$ cat src/rtl/board_ctrl_pkg.sv
// Shared constants and state encoding for the 8x8 paint board controller.
package board_ctrl_pkg;

    localparam int BOARD_W   = 8;
    localparam int BOARD_H   = 8;
    localparam int CELL_BITS = 12;
    localparam int CELLS     = BOARD_W * BOARD_H;

    localparam logic [CELL_BITS-1:0] COLOR_BLACK = 12'h000;

    typedef enum logic {
        IDLE  = 1'b0,
        CLEAR = 1'b1
    } state_t;

endpackage

$ cat src/rtl/board_ctrl_btn_edge.sv
// One-bit button register with a single-cycle rising-edge pulse.
module btn_edge (
    input  logic clk,
    input  logic rst,
    input  logic btn,
    output logic pulse
);

    logic btn_q;

    always_ff @(posedge clk) begin
        if (rst) begin
            btn_q <= 1'b0;
        end else begin
            btn_q <= btn;
        end
    end

    assign pulse = btn & ~btn_q;

endmodule

$ cat src/rtl/board_ctrl.sv
// 8x8 paint board: cursor movement, painting, board clear and blinking cursor.
module board_ctrl
    import board_ctrl_pkg::*;
#(
    parameter int BLINK_CYCLES = 25_000_000
) (
    input  logic                       clk,
    input  logic                       rst,
    input  logic                       btn_up,
    input  logic                       btn_down,
    input  logic                       btn_left,
    input  logic                       btn_right,
    input  logic                       btn_paint,
    input  logic                       btn_clear,
    input  logic [CELL_BITS-1:0]       sw_color,
    output logic [CELLS*CELL_BITS-1:0] board_data,
    output logic [2:0]                 cursor_row,
    output logic [2:0]                 cursor_col,
    output logic                       busy
);

    localparam int CW = (BLINK_CYCLES > 2) ? $clog2(BLINK_CYCLES) : 1;

    logic ev_up, ev_down, ev_left, ev_right, ev_paint, ev_clear;

    btn_edge u_up    (.clk(clk), .rst(rst), .btn(btn_up),    .pulse(ev_up));
    btn_edge u_down  (.clk(clk), .rst(rst), .btn(btn_down),  .pulse(ev_down));
    btn_edge u_left  (.clk(clk), .rst(rst), .btn(btn_left),  .pulse(ev_left));
    btn_edge u_right (.clk(clk), .rst(rst), .btn(btn_right), .pulse(ev_right));
    btn_edge u_paint (.clk(clk), .rst(rst), .btn(btn_paint), .pulse(ev_paint));
    btn_edge u_clear (.clk(clk), .rst(rst), .btn(btn_clear), .pulse(ev_clear));

    state_t               state, state_next;
    logic [CELL_BITS-1:0] cells [CELLS];
    logic [5:0]           clr_idx;
    logic [5:0]           cur_idx;
    logic [2:0]           row_next, col_next;
    logic [CW-1:0]        blink_cnt;
    logic                 blink_ph;

    assign cur_idx = {cursor_row, cursor_col};
    assign busy    = (state == CLEAR);

    always_ff @(posedge clk) begin
        if (rst) begin
            state <= IDLE;
        end else begin
            state <= state_next;
        end
    end

    always_comb begin
        state_next = state;
        unique case (state)
            IDLE:  if (ev_clear) state_next = CLEAR;
            CLEAR: if (clr_idx == 6'(CELLS - 1)) state_next = IDLE;
            default: state_next = IDLE;
        endcase
    end

    // Opposing presses in one cycle cancel; each axis moves independently.
    always_comb begin
        row_next = cursor_row;
        col_next = cursor_col;
        unique case ({ev_up, ev_down})
            2'b10:   row_next = cursor_row - 3'd1;
            2'b01:   row_next = cursor_row + 3'd1;
            default: row_next = cursor_row;
        endcase
        unique case ({ev_left, ev_right})
            2'b10:   col_next = cursor_col - 3'd1;
            2'b01:   col_next = cursor_col + 3'd1;
            default: col_next = cursor_col;
        endcase
    end

    always_ff @(posedge clk) begin
        if (rst) begin
            for (int i = 0; i < CELLS; i++) cells[i] <= COLOR_BLACK;
            cursor_row <= 3'd0;
            cursor_col <= 3'd0;
            clr_idx    <= 6'd0;
        end else if (state == CLEAR) begin
            cells[clr_idx] <= COLOR_BLACK;
            clr_idx        <= clr_idx + 6'd1;
        end else if (ev_clear) begin
            clr_idx <= 6'd0;
        end else if (ev_paint) begin
            cells[cur_idx] <= sw_color;
        end else begin
            cursor_row <= row_next;
            cursor_col <= col_next;
        end
    end

    always_ff @(posedge clk) begin
        if (rst) begin
            blink_cnt <= '0;
            blink_ph  <= 1'b0;
        end else if (blink_cnt == CW'(BLINK_CYCLES - 1)) begin
            blink_cnt <= '0;
            blink_ph  <= ~blink_ph;
        end else begin
            blink_cnt <= blink_cnt + CW'(1);
        end
    end

    // Cursor cell is shown inverted on the lit blink phase, never while clearing.
    always_ff @(posedge clk) begin
        if (rst) begin
            board_data <= '0;
        end else begin
            for (int i = 0; i < CELLS; i++) begin
                if (6'(i) == cur_idx && blink_ph && state == IDLE)
                    board_data[CELL_BITS*i +: CELL_BITS] <= ~cells[i];
                else
                    board_data[CELL_BITS*i +: CELL_BITS] <= cells[i];
            end
        end
    end

endmodule

$ cat config.mk
export PLATFORM = sky130hd
export DESIGN_NAME = board_ctrl
export DESIGN_NICKNAME = d
export VERILOG_FILES = /design/src/rtl/board_ctrl_pkg.sv /design/src/rtl/board_ctrl_btn_edge.sv /design/src/rtl/board_ctrl.sv
export SDC_FILE = /design/constraint.sdc
export NUM_CORES = 2
export LEC_CHECK = 0
export ABC_CLOCK_PERIOD_IN_PS = 3800
export CAP_MARGIN = 20
export CORE_MARGIN = 2
export CORE_UTILIZATION = 50
export DETAILED_ROUTE_END_ITERATION = 16
export MAX_ROUTING_LAYER = met4
export PLACE_DENSITY = 0.84
export REMOVE_ABC_BUFFERS = 1
export SYNTH_ARGS = -nofsm -noshare
export SYNTH_HDL_FRONTEND = slang
export SYNTH_HIERARCHICAL = 1
export SYNTH_SLANG_ARGS = --single-unit
$ cat constraint.sdc
create_clock -name clk -period 3.8 [get_ports clk]
set_clock_uncertainty 0.2 [all_clocks]
set_input_delay 0.38 -clock clk [delete_from_list [all_inputs] [get_ports clk]]
set_output_delay 0.38 -clock clk [all_outputs]
set_load 0.01 [all_outputs]
# After elaboration in Yosys (flattened, before gate mapping)
# Memory sizes are Yosys's and may differ from the RTL's.
# Index checks and enable logic that the tools add are counted.
[totals] input_bits=20 ff_bits=813 memories=1 out_inout_bits=775 ramBits=768 wordCells=393
[classes] n_addsub=6 n_bitwise=80 muxes=87 eq_ne=69 n_reduce_logical=137
[mem_list] name="cells" depth=64 word_bits=12 rd=64 rd_ports_with_merged_regs=0 write_ports=64 line_no="board_ctrl.sv:34" source="logic [CELL_BITS-1:0] cells [CELLS];"
[op_table] cell="$mux W12" n=66
[op_table] cell="$not A12 Y12" n=64
[op_table] cell="$eq A6 B6 Y1 const A" n=32
[op_table] cell="$logic_and A1 B1 Y1" n=128
[op_table] cell="$eq A5 B6 Y1 const A" n=16
[op_table] cell="$eq A4 B6 Y1 const A" n=8
[op_table] cell="$add A25 B1 Y25 const B" n=1
[op_table] cell="$eq A25 B25 Y1 const B" n=1
[op_table] cell="$eq A3 B6 Y1 const A" n=4
[op_table] cell="$mux W6" n=4
[op_table] cell="$reduce_or A12 Y1" n=2
[op_table] cell="$mux W1" n=14
[op_table] cell="$eq A2 B6 Y1 const A" n=2
[op_table] cell="$pmux W3 S2" n=2
[op_table] cell="$not A1 Y1" n=10
[op_table] cell="$reduce_and A4 Y1" n=2
[op_table] cell="$add A3 B1 Y3 const B" n=2
[op_table] cell="$add A6 B1 Y6 const B" n=1
[op_table] cell="$and A1 B1 Y1" n=6
[op_table] cell="$eq A1 B6 Y1 const A" n=1
[op_table] cell="$eq A6 B6 Y1 const B" n=1
[op_table] cell="$logic_not A6 Y1" n=1
[op_table] cell="$reduce_bool A2 Y1" n=3
[op_table] cell="$sub A3 B1 Y3 const B" n=2
[op_table] cell="other kinds (4)" n=6

# Logic depth before layout (Yosys ltp)
[logic_depth] ltp_word=9 depth_mapped=9 ltp_nobuf=9

# Hierarchy
# The synthesis kept the hierarchy.
[by_module_without_submodules] mod="board_ctrl" seq_area_each_um2=39217.6 cells_per_inst=4717 area_per_inst_um2=56606.8 instances=1
[by_module_without_submodules] mod="btn_edge" seq_area_each_um2=20.0 cells_per_inst=3 area_per_inst_um2=47.5 instances=6

# Worst setup path after synthesis
# No wires, ideal clock.
[synth_path] kind="input to register" startpoint="input port btn_clear" endpoint="memory cells[28][0] (enable)" setup_slack_ns=0.687 required_ns=3.217 path_buffers=4 setup_ns=0.383 arrival_ns=2.530 path_stages=9 cell_sequence="nor2b_4 > buf_2 > or4b_1 > buf_6 > buf_6 > nor3b_2 > o21ai_2 > buf_6 > o21bai_1"
[synth_lines] item="start, declared" line_no="board_ctrl.sv:14" source="input logic btn_clear,"
[synth_lines] item="end, declared" line_no="board_ctrl.sv:34"

==> impl.org <==
** Finish
- Summing all flip-flop and latch instances after layout gives 0.0393 mm2.
- Fraction of layout cells with a size suffix above 1 :: 0.0944
- After the last flow step, the layout net total stands at 5605.
- The finished cells cover 0.0722 mm2.
- The multi-input combinational cells in the finished layout cover a total of 0.0162 mm2.
- Compared with the post-synthesis result, the final layout area differs by 27.0%.
- The layout has 7961 filler cells.

** Worst hold path
- Class of the most critical hold timing path :: in -> reg

** Die
- Number of top-level pins :: 795
- Initial Util :: 0.505
- After floorplanning, the core was sized to cover 0.113 mm2.
- Horizontal die dimension :: 341 um
- Row generation in the floorplan step produced 123 rows.
- Die footprint :: 0.116 mm2
- Die Ht :: 341 um

** Drt
- Routed WL :: 175 mm
- Average detailed-routed wire length per instance :: 24.3 um
- Number of iterations in the first detailed-routing pass :: 7
- Once detail routing completed, the nets flagged for antenna violations numbered 0.
- Dividing the detail-routed via count by the number of cells gives 5.27.
- Via count :: 38050
- In the routed design, unresolved DRC markers number 0.
- In this run, the number of DRC markers left after iteration 0 of detailed routing was 3970.

** Worst setup path
- The setup check on the worst reg-to-reg path leaves a slack of 0.65 ns.
- Startpoint type of the worst setup path :: flop
- Of all nets on the critical path, the largest fanout is 18.
- Classification of the worst setup path :: reg -> reg
- Data arrives at the worst endpoint at 3.33 ns.
- Crit. End Element :: flop
- Data required time of the worst path :: 3.98 ns

** STA
- Worst Tran Pin Value :: 1.31 ns
- The routed design could run at a clock period as short as 3.15 ns.
- For this run, the top clock speed supported by timing is 0.317 GHz.
- Part of the cycle the worst path needs :: 0.829
- Final hold violation count :: 0
- Setup repair after global routing left no endpoint under its margin.
- Slew Viols, Final :: 0
- Headroom to the max-slew limit came out at 0.128.
- Setup-failing EPs final :: 0

** Placement
- Input/output buffers :: 794
- Placed Area :: 0.0671 mm2
- Final GP Congestion :: 0.890
- The HPWL after detailed placement is 120 mm.

** Yosys
- Yosys reg bits :: 1581
- Mean area per synthesized cell :: 12.0 um2
- Post-synthesis instance area :: 0.0569 mm2
- The synthesized design contains 768 enable-type register cells.
- Of the post-synthesis cell area, the dominant cell type holds 0.405.
- For this run, the register share of the synthesized area comes to 0.691.
- Main flop type after synthesis :: sky130_fd_sc_hd__dfxtp_1
- The cell count after synthesis came out at 4735.
- Share of async-settable or async-resettable flops after synthesis :: 0
- The Yosys step of the flow raised 6 warnings.
- Largest cells by area after synthesis :: sky130_fd_sc_hd__edfxtp_1, sky130_fd_sc_hd__dfxtp_1, sky130_fd_sc_hd__nor2_1, sky130_fd_sc_hd__xor2_1, sky130_fd_sc_hd__xnor2_1
- Cell taking the most area after synthesis :: sky130_fd_sc_hd__edfxtp_1
- The synthesized netlist contains 67 unique library cells.

** Outcome
- The run finished with clean final reports.

** Global routing
- The number of antenna violations at the first check in global routing was 7.
- The via count of the first global-routing pass came to 37580.
- Entering global routing, the biggest net connects 251 pins.
- Overflow after GRT :: 0
- Across every metal layer, demand over resource in global routing totals 0.303.
- Wire length of the first global-routing pass :: 248 mm

** Clock tree
- For this design, the sink count on the clock tree is 1581.
- TritonCTS built the clock tree.
- Total clock buffers created by CTS :: 155
- Clock-pin slew was measured on the worst setup and hold paths at 0.06 ns.
- Maximum level of the CTS H-tree :: 4
- Number of resized instances in the post-cts repair step :: 0
- For the worst-skew pair, the clock arrives at the later sink with an insertion delay of 0.77 ns.
- Root buffer cell :: sky130_fd_sc_hd__clkbuf_16
- In this run the deepest clock path goes through 3 buffers.

** Power and ir drop
- After layout, the design draws a total of 35.9 mW.
- Pwr per Cell Area :: 497 mW/mm2
- Largest vdd supply drop :: 456 uV
- P_leak :: 25.8 nW

** Job
- MaxCap Viol Count :: 0
-- through the flow --
step / setup slack [ns] / instances / util / hold WS [ns] / TNS (ns)
after floorplan: -3.76 / 4428 / - / 0.229 / -1535.94
after global placement: 0.0221 / 6911 / 0.595 / 0.238 / 0
after detailed placement: -0.105 / 6911 / 0.595 / 0.252 / -3.11
after CTS: 0.555 / 7203 / 0.641 / 0.0498 / 0
after global routing: 0.553 / 7216 / 0.641 / 0.0924 / 0
final: 0.650 / 7217 / 0.641 / 0.131 / 0
-- repair_timing --
action                                  CTS  global route
hold buffers                              4             0
hold endpoints to repair                 24             0
buffers inserted                          0             0
endpoints found under the setup margin    0             0
-- worst max-delay path, stage by stage (launching register included) --
cell and delay (ns):
sky130_fd_sc_hd__dfxtp_1 0.41, sky130_fd_sc_hd__buf_4 0.26, sky130_fd_sc_hd__or4b_2 0.69, sky130_fd_sc_hd__a21oi_4 0.27
sky130_fd_sc_hd__o21ai_2 0.10, sky130_fd_sc_hd__o21bai_1 0.83
-- cell families (layout without fill, tap and decap cells) --
group,after synthesis,in the layout,synth area share
DFF,1581,1581,0.691
AOI/OAI and AO/OA,113,113,0.0142
buffers and inverters,318,1293,0.0264
adders and majority gates,6,6,0.00158
other,0,7,0
muxes,12,12,0.00284
xor gates and xnor gates,788,788,0.121
and+or+nand+nor,1917,1917,0.142
-- registers in the layout (all words and copies together), names as in the netlist --
signal / flops
blink_cnt: 25
blink_ph: 1
board_data: 768
busy: 1
cells: 768
clr_idx: 6
cursor_col: 3
cursor_row: 3
u_clear/btn_q: 1
u_down/btn_q: 1
u_left/btn_q: 1
u_paint/btn_q: 1
u_right/btn_q: 1
u_up/btn_q: 1
-- report_power, final --
part           internal, mW  leakage [nW]  switching [mW]  total (mW)
Sequential             18.4          14.6           0.329        18.8
Combinational         0.894          8.71            1.14        2.03
Clock                  8.50          2.49            6.59        15.1
Total                  27.8          25.8            8.05        35.9
-- cell type report --
| cell class | count | area share |
|---|---|---|
| clock buffer | 231 | 0.0635 |
| clock inverter | 57 | 0.00636 |
| sequential | 1581 | 0.545 |
| tap | 1500 | 0.0260 |
| antenna | 7 | 0.000242 |
| inverter | 11 | 0.000572 |
| multi-input combinational | 2836 | 0.225 |
| timing repair buffer | 994 | 0.134 |
-- Yosys cell counts (5+ instances only) --
| cell type | instances |
|---|---|
| sky130_fd_sc_hd__xnor2_1 | 254 |
| sky130_fd_sc_hd__nor4_1 | 8 |
| sky130_fd_sc_hd__nand3_1 | 13 |
| sky130_fd_sc_hd__nand4b_1 | 7 |
| sky130_fd_sc_hd__a21o_1 | 30 |
| sky130_fd_sc_hd__or3_1 | 7 |
| sky130_fd_sc_hd__buf_1 | 9 |
| sky130_fd_sc_hd__dfxtp_1 | 813 |
| sky130_fd_sc_hd__nor4b_1 | 9 |
| sky130_fd_sc_hd__nor3b_1 | 5 |
| sky130_fd_sc_hd__edfxtp_1 | 768 |
| sky130_fd_sc_hd__buf_6 | 12 |
| sky130_fd_sc_hd__buf_4 | 19 |
| sky130_fd_sc_hd__nor3_1 | 75 |
| sky130_fd_sc_hd__nor3_2 | 35 |
| sky130_fd_sc_hd__nand2b_1 | 5 |
| sky130_fd_sc_hd__nand2_1 | 176 |
| sky130_fd_sc_hd__and3_1 | 5 |
| sky130_fd_sc_hd__o21bai_1 | 38 |
| sky130_fd_sc_hd__nor2_1 | 1497 |
| sky130_fd_sc_hd__nand4_1 | 10 |
| sky130_fd_sc_hd__nor2b_4 | 12 |
| sky130_fd_sc_hd__xor2_1 | 534 |
| sky130_fd_sc_hd__o21ai_0 | 9 |
| sky130_fd_sc_hd__clkbuf_1 | 150 |
| sky130_fd_sc_hd__a21oi_1 | 17 |
| sky130_fd_sc_hd__buf_2 | 116 |
| sky130_fd_sc_hd__inv_1 | 11 |
| sky130_fd_sc_hd__and2_1 | 15 |
-- metal layers --
layer | track usage | wire, um | vias up
met5 | - | 0 | -
met1 | 0.366 | 66300 | 18426
li1 | - | - | 16981
met3 | 0.0584 | 15300 | 494
met2 | 0.480 | 83100 | 2149
met4 | 0.170 | 10400 | 0
-- cells in the final DEF (no fill, tap or decap), types with 7 or more instances in the layout --
| cell type | Yosys | final |
|---|---|---|
| sky130_fd_sc_hd__nor2_1 | 1497 | 1493 |
| sky130_fd_sc_hd__dfxtp_1 | 813 | 811 |
| sky130_fd_sc_hd__clkdlybuf4s50_1 | 0 | 793 |
| sky130_fd_sc_hd__edfxtp_1 | 768 | 768 |
| sky130_fd_sc_hd__xor2_1 | 534 | 534 |
| sky130_fd_sc_hd__xnor2_1 | 254 | 254 |
| sky130_fd_sc_hd__buf_4 | 19 | 179 |
| sky130_fd_sc_hd__nand2_1 | 176 | 172 |
| sky130_fd_sc_hd__clkbuf_16 | 0 | 162 |
| sky130_fd_sc_hd__nor3_1 | 75 | 74 |
| sky130_fd_sc_hd__clkbuf_1 | 150 | 41 |
| sky130_fd_sc_hd__o21bai_1 | 38 | 38 |
| sky130_fd_sc_hd__nor3_2 | 35 | 36 |
| sky130_fd_sc_hd__a21o_1 | 30 | 30 |
| sky130_fd_sc_hd__clkbuf_8 | 0 | 27 |
| sky130_fd_sc_hd__clkinv_2 | 0 | 24 |
| sky130_fd_sc_hd__buf_12 | 0 | 17 |
| sky130_fd_sc_hd__a21oi_1 | 17 | 16 |
| sky130_fd_sc_hd__and2_1 | 15 | 15 |
| sky130_fd_sc_hd__nand3_1 | 13 | 13 |
| sky130_fd_sc_hd__nor2b_4 | 12 | 12 |
| sky130_fd_sc_hd__inv_1 | 11 | 11 |
| sky130_fd_sc_hd__nand4_1 | 10 | 10 |
| sky130_fd_sc_hd__clkinv_1 | 0 | 10 |
| sky130_fd_sc_hd__o21ai_0 | 9 | 9 |
| sky130_fd_sc_hd__nand2_4 | 1 | 8 |
| sky130_fd_sc_hd__diode_2 | 0 | 7 |
| sky130_fd_sc_hd__nor4_1 | 8 | 7 |
| sky130_fd_sc_hd__nand4b_1 | 7 | 7 |
| sky130_fd_sc_hd__or3_1 | 7 | 7 |
-- final timing paths --
check	start	end	depth (start not counted)
hold reg to reg	blink_cnt[0]	blink_cnt[0]	1
hold / removal	btn_paint	u_paint/btn_q	2
setup / recovery	busy	cells[30][11]	5
setup reg to reg	busy	cells[30][11]	5
No activity file was read; power rests on OpenSTA's default activity.
